`config.mk`:
```
export PLATFORM = sky130hd
export DESIGN_NAME = sel_mux_skid
export DESIGN_NICKNAME = d
export VERILOG_FILES = /design/src/rtl/mux_pkg.sv /design/src/rtl/skid_buffer.sv /design/src/rtl/sel_mux_skid.sv
export SDC_FILE = /design/constraint.sdc
export NUM_CORES = 1
export LEC_CHECK = 0
export CORE_MARGIN = 8
export CORE_UTILIZATION = 44
export CTS_CLUSTER_DIAMETER = 30
export DETAILED_ROUTE_END_ITERATION = 8
export HOLD_SLACK_MARGIN = 0.1
export PLACE_DENSITY_LB_ADDON = 0.2
export SKIP_CTS_REPAIR_TIMING = 1
export SLEW_MARGIN = 10
export SYNTH_ARGS = -nofsm -noshare
export SYNTH_HDL_FRONTEND = slang
export SYNTH_SLANG_ARGS = --single-unit
export TNS_END_PERCENT = 100
```
`constraint.sdc`:
```
create_clock -name clk -period 2.45 [get_ports clk]
set_input_delay 0.735 -clock clk [delete_from_list [all_inputs] [get_ports clk]]
set_output_delay 0.735 -clock clk [all_outputs]
set_load 0.005 [all_outputs]
```
`src/rtl/mux_pkg.sv`:
```
`default_nettype none
// ============================================================================
// Module      : mux_pkg
// Description : Shared types and helpers for sel_mux_skid and skid_buffer.
// Revision    : 1.0 - initial release
// ============================================================================
package mux_pkg;

  localparam int STALL_CNT_W = 32;

  typedef enum logic [1:0] {
    EMPTY = 2'd0,
    ONE   = 2'd1,
    TWO   = 2'd2
  } skid_state_e;

  function automatic int clog2(input int n);
    int r;
    int v;
    r = 0;
    v = n - 1;
    while (v > 0) begin
      r = r + 1;
      v = v >> 1;
    end
    return r;
  endfunction

endpackage
`default_nettype wire

```
`src/rtl/skid_buffer.sv`:
```
`default_nettype none
// ============================================================================
// Module      : skid_buffer
// Description : Two-entry valid/ready buffer (main + skid) with sync flush.
// Revision    : 1.0 - initial release
// ============================================================================
module skid_buffer
  import mux_pkg::*;
#(
  parameter int PAYLOAD_W = 65
) (
  input  logic                 clk,
  input  logic                 reset,
  input  logic                 flush_i,
  input  logic                 in_valid_i,
  output logic                 in_ready_o,
  input  logic [PAYLOAD_W-1:0] in_data_i,
  output logic                 out_valid_o,
  input  logic                 out_ready_i,
  output logic [PAYLOAD_W-1:0] out_data_o
);

  skid_state_e          state_q, state_d;
  logic [PAYLOAD_W-1:0] main_q, main_d;
  logic [PAYLOAD_W-1:0] skid_q, skid_d;
  logic                 w_accept;
  logic                 w_pop;

  // Both handshake flags decode only the state register, so out_ready never reaches in_ready.
  assign in_ready_o  = (state_q != TWO);
  assign out_valid_o = (state_q != EMPTY);
  assign out_data_o  = main_q;

  assign w_accept = in_valid_i && in_ready_o;
  assign w_pop    = out_valid_o && out_ready_i;

  always_comb begin
    state_d = state_q;
    main_d  = main_q;
    skid_d  = skid_q;
    if (flush_i) begin
      state_d = EMPTY;
    end else begin
      case (state_q)
        EMPTY: begin
          if (w_accept) begin
            main_d  = in_data_i;
            state_d = ONE;
          end
        end
        ONE: begin
          if (w_accept && w_pop) begin
            main_d = in_data_i;
          end else if (w_accept) begin
            skid_d  = in_data_i;
            state_d = TWO;
          end else if (w_pop) begin
            state_d = EMPTY;
          end
        end
        TWO: begin
          if (w_pop) begin
            main_d  = skid_q;
            state_d = ONE;
          end
        end
        default: state_d = EMPTY;
      endcase
    end
  end

  always_ff @(posedge clk) begin
    if (reset) begin
      state_q <= EMPTY;
      main_q  <= '0;
      skid_q  <= '0;
    end else begin
      state_q <= state_d;
      main_q  <= main_d;
      skid_q  <= skid_d;
    end
  end

endmodule
`default_nettype wire

```
`src/rtl/sel_mux_skid.sv`:
```
`default_nettype none
// ============================================================================
// Module      : sel_mux_skid
// Description : N-input select mux feeding a registered 2-entry skid stage.
//               Define MUX_SKID_PERF_EN to add the saturating stall_cnt port.
// Revision    : 1.0 - initial release
// ============================================================================
module sel_mux_skid
  import mux_pkg::*;
#(
  parameter  int WIDTH  = 64,
  parameter  int NUM_IN = 4,
  localparam int SEL_W  = clog2(NUM_IN)
) (
  input  logic                    clk,
  input  logic                    reset,
  input  logic                    flush,
  input  logic                    in_valid,
  output logic                    in_ready,
  input  logic [SEL_W-1:0]        sel,
  input  logic [NUM_IN*WIDTH-1:0] data_in,
  output logic                    out_valid,
  input  logic                    out_ready,
  output logic [WIDTH-1:0]        out_data,
  output logic                    out_sel_err
`ifdef MUX_SKID_PERF_EN
  ,
  output logic [STALL_CNT_W-1:0]  stall_cnt
`endif
);

  logic [WIDTH-1:0] w_words [NUM_IN];
  logic [WIDTH-1:0] w_word;
  logic             w_sel_err;
  logic [WIDTH:0]   w_out_payload;

  for (genvar k = 0; k < NUM_IN; k++) begin : g_unpack
    assign w_words[k] = data_in[k*WIDTH +: WIDTH];
  end

  if ((1 << SEL_W) == NUM_IN) begin : g_range_full
    assign w_sel_err = 1'b0;
  end else begin : g_range_chk
    assign w_sel_err = (int'(sel) >= NUM_IN);
  end

  // Input 0 is the fallback, so an out-of-range select still captures a defined word.
  always_comb begin
    w_word = w_words[0];
    for (int k = 1; k < NUM_IN; k++) begin
      if (sel == SEL_W'(k)) w_word = w_words[k];
    end
  end

  skid_buffer #(
    .PAYLOAD_W (WIDTH + 1)
  ) u_skid (
    .clk         (clk),
    .reset       (reset),
    .flush_i     (flush),
    .in_valid_i  (in_valid),
    .in_ready_o  (in_ready),
    .in_data_i   ({w_sel_err, w_word}),
    .out_valid_o (out_valid),
    .out_ready_i (out_ready),
    .out_data_o  (w_out_payload)
  );

  assign out_data    = w_out_payload[WIDTH-1:0];
  assign out_sel_err = w_out_payload[WIDTH];

`ifdef MUX_SKID_PERF_EN
  logic [STALL_CNT_W-1:0] stall_cnt_q;

  always_ff @(posedge clk) begin
    if (reset) begin
      stall_cnt_q <= '0;
    end else if (out_valid && !out_ready && (stall_cnt_q != '1)) begin
      stall_cnt_q <= stall_cnt_q + STALL_CNT_W'(1);
    end
  end

  assign stall_cnt = stall_cnt_q;
`endif

endmodule
`default_nettype wire

```
==> results of run 1 <==
-- state kept, by name, indices dropped and copies added, names as in the netlist --
| signal | count |
|---|---|
| u_skid.out_data_o | 64 |
| u_skid.state_q | 2 |
| u_skid.skid_q | 64 |
-- area by class of cell --
cell class / instances / area, µm²
sequential: 130 / 2600
inverter: 2 / 7.51
fill: 1411 / 5460
multi-input combinational: 542 / 4750
timing repair buffer: 361 / 3680
clock buffer: 25 / 515
antenna: 1 / 2.50
clock inverter: 5 / 50.0
tap: 225 / 282
-- path summary, 6_finish.rpt --
path                                  startpoint                                  to  slack (ns)
setup / recovery  u_skid.state_q[0]$_SDFFE_PP0P_                           out_valid        0.17
hold / removal    u_skid.skid_q[58]$_SDFFE_PP0P_      u_skid.skid_q[58]$_SDFFE_PP0P_        0.46
setup reg to reg  u_skid.state_q[1]$_SDFFE_PP0P_  u_skid.out_data_o[16]$_SDFFE_PP0P_        0.60
hold reg to reg   u_skid.skid_q[58]$_SDFFE_PP0P_      u_skid.skid_q[58]$_SDFFE_PP0P_        0.46
-- stage by stage --
step	cells	power, mW	setup WS, ns
finish	1291	6.18	0.166
global route	1291	6.46	0.0878
CTS	1290	6.24	0.136
detailed placement	1260	3.83	0.00938
global placement	1260	3.81	0.0427
floorplan	757	3.04	0.469
-- logic make-up (layout without fill, tap and decap cells) --
group	Yosys count	in the layout
AOI/OAI and AO/OA	232	232
buffers and inverters	85	393
DFF	130	130
muxes	157	157
other	1	2
and+or+nand+nor	152	152
-- layer usage --
| layer | vias up | wire length [µm] | share of wire, % |
|---|---|---|---|
| li1 | 3550 | - | - |
| met1 | 3467 | 10700 | 41 |
| met2 | 282 | 12600 | 48 |
| met3 | 39 | 2000 | 7.7 |
| met4 | 0 | 602 | 2.3 |
| met5 | - | 0 | 0 |
-- cells in the final DEF, fill, tap and decap left out, drive strengths merged, types with 25 or more instances in the layout --
master and count:
a21oi 37, a221oi 35, a222oi 29, a22oi 64, buf 36, clkbuf 25, clkdlybuf4s50 325, dfxtp 130
mux2 93, mux2i 64, nand2b 66, nor2 39, nor3 37, o2bb2ai 64
-- worst max-delay path, cell delays in order, from the launching register on --
cell             delay (ns)
dfxtp_1                0.37
or2_2                  0.29
clkdlybuf4s50_1        0.49
-- power groups by stage --
stage	clock (mW)	sequential, mW	combinational [mW]
after floorplan	0	2.32	0.723
after CTS	2.45	2.27	1.52
final	2.40	2.27	1.51
after global placement	0	2.31	1.49
after detailed placement	0	2.31	1.52
after global routing	2.55	2.28	1.63
==> impl_metrics.csv, run 1 <==
group,metric,value,unit
run_status,outcome,"completed",
critical_path,cp_max_fo,6,
synth,synthTopCellsByCount,"dfxtp_1, mux2_2, nand2b_1",
critical_path,cp-end-kind,"output pin",
floorplan,rows,48,
floorplan,die_w,149,µm
clock_network,htree_levels,4,
global_route,antenna_found_initial,1,
power,combPwrFrac,24.4,%
global_route,grt_pass1_vias,7632,
clock_network,tritoncts,"yes",
floorplan,die_area,22300,µm²
hold_path,hp-class,"reg -> reg",
timing,whs,0.464,ns
synth,synth_fa_ha_area_share,0,%
finish,drive_above_1_share,21.9,%
power,pwr-share-clk,38.8,%
placement,dpl_cell_area,11300,µm²
synth,yosysMostFrequentCell,"dfxtp_1",
clock_network,clock_sinks,130,
synth,yosys.area_share.simple,10.3,%
global_route,grt_overflow,0,
clock_network,clkLatencyLatePin,0.41,ns
critical_path,arrival,1.55,ns
timing,tns,0,ns
power,p_per_area,520,nW/µm²
synth,ys.flop_type,"dfxtp_1",
finish,final_util,68.5,%
global_route,use_met2,38.0,%
timing,setup_viol,0,
routing,wl_per_cell,20.1,µm
clock_network,cts_max_path_buffers,2,
power,peakVddDrop,0.504,mV
synth,synth_top_cell_by_area,"dfxtp_1",
synth,synth-compound-area-share,28.4,%
global_route,met3_usage,7.37,%
floorplan,start_util,45.1,%
floorplan,core_area,17400,µm²
synth,synth_edf_count,0,
timing,hold_viol_final,0,
finish,nets,1317,
global_route,grt_util_all_layers,22.9,%
synth,synth-xor-area-share,0,%
placement,routabilityCongestion,0.753,
finish,design_area,11900,µm²
synth,yosysSeqAreaShare,33.3,%
power,power.internal,4.67,mW
routing,routed_wirelength,25900,µm
synth,avgSynthCellArea,10.3,µm²
routing,drt_iter0_drc,420,
synth,ys_ff_latch,130,
routing,routed-via-count,7338,
clock_network,numCtsBuffers,17,
timing,final_max_slew_viol_count,0,
critical_path,crit_type,"reg -> out",
synth,synthTopCellsByArea,"dfxtp_1, mux2_2, mux2i_1",
critical_path,critPathLaunchType,"flop",
synth,muxShareOfSynthArea,21.6,%
timing,post-route-period-util,93.2,%
global_route,busiest_layer,"met2",
routing,dr.pass1.iters,8,
global_route,grt_pass1_wl,41100,µm
power,swShare,24.5,%
synth,synth_cells,757,
clock_network,root_buffer,"clkbuf_16",
timing,period_needed,2.28,ns
timing,grt_setup_unrepaired,"no",
hold_path,whs_path_depth,1,
placement,io_buffer_count,328,
global_route,globalRouteMet1Util,27.1,%
synth,syn_area,7820,µm²
timing,slew_headroom,53.6,%
synth,synthArstFlopShare,0,%
synth,synth_cell_types,29,
timing,fin_skew,0.00708,ns
routing,drc,0,
global_route,grt_max_degree,125,
routing,viasPerCell,5.68,
synth,synth_warnings,0,
power,p_leak,4.58,nW
finish,synthToLayoutAreaGrowth,52.1,%
synth,synth_top_area_share,33.3,%
timing,fmax,438,MHz
power,p_sw,1.51,mW
placement,dp_hpwl,19200,µm
routing,ant_nets,0,
floorplan,die_y,149,µm
synth,synth_top_family_by_area,"compound AO/OA/AOI/OAI gates",
timing,worst_pin_slew,0.696,ns
run,maxCapViolations,0,
critical_path,required,1.71,ns
clock_network,path_clk_slew,0.05,ns
synth,synth_nets,1020,
critical_path,r2r_cells,5,
power,power.share.sequential,36.8,%
floorplan,ios,330,
(Power assumes the default switching activity.)
==> run 2: changes to the inputs <==
HOLD_SLACK_MARGIN = 0.02   (was 0.1)
==> results of run 2 <==
The final DEF is identical to that of run 1; final timing and power are the same.
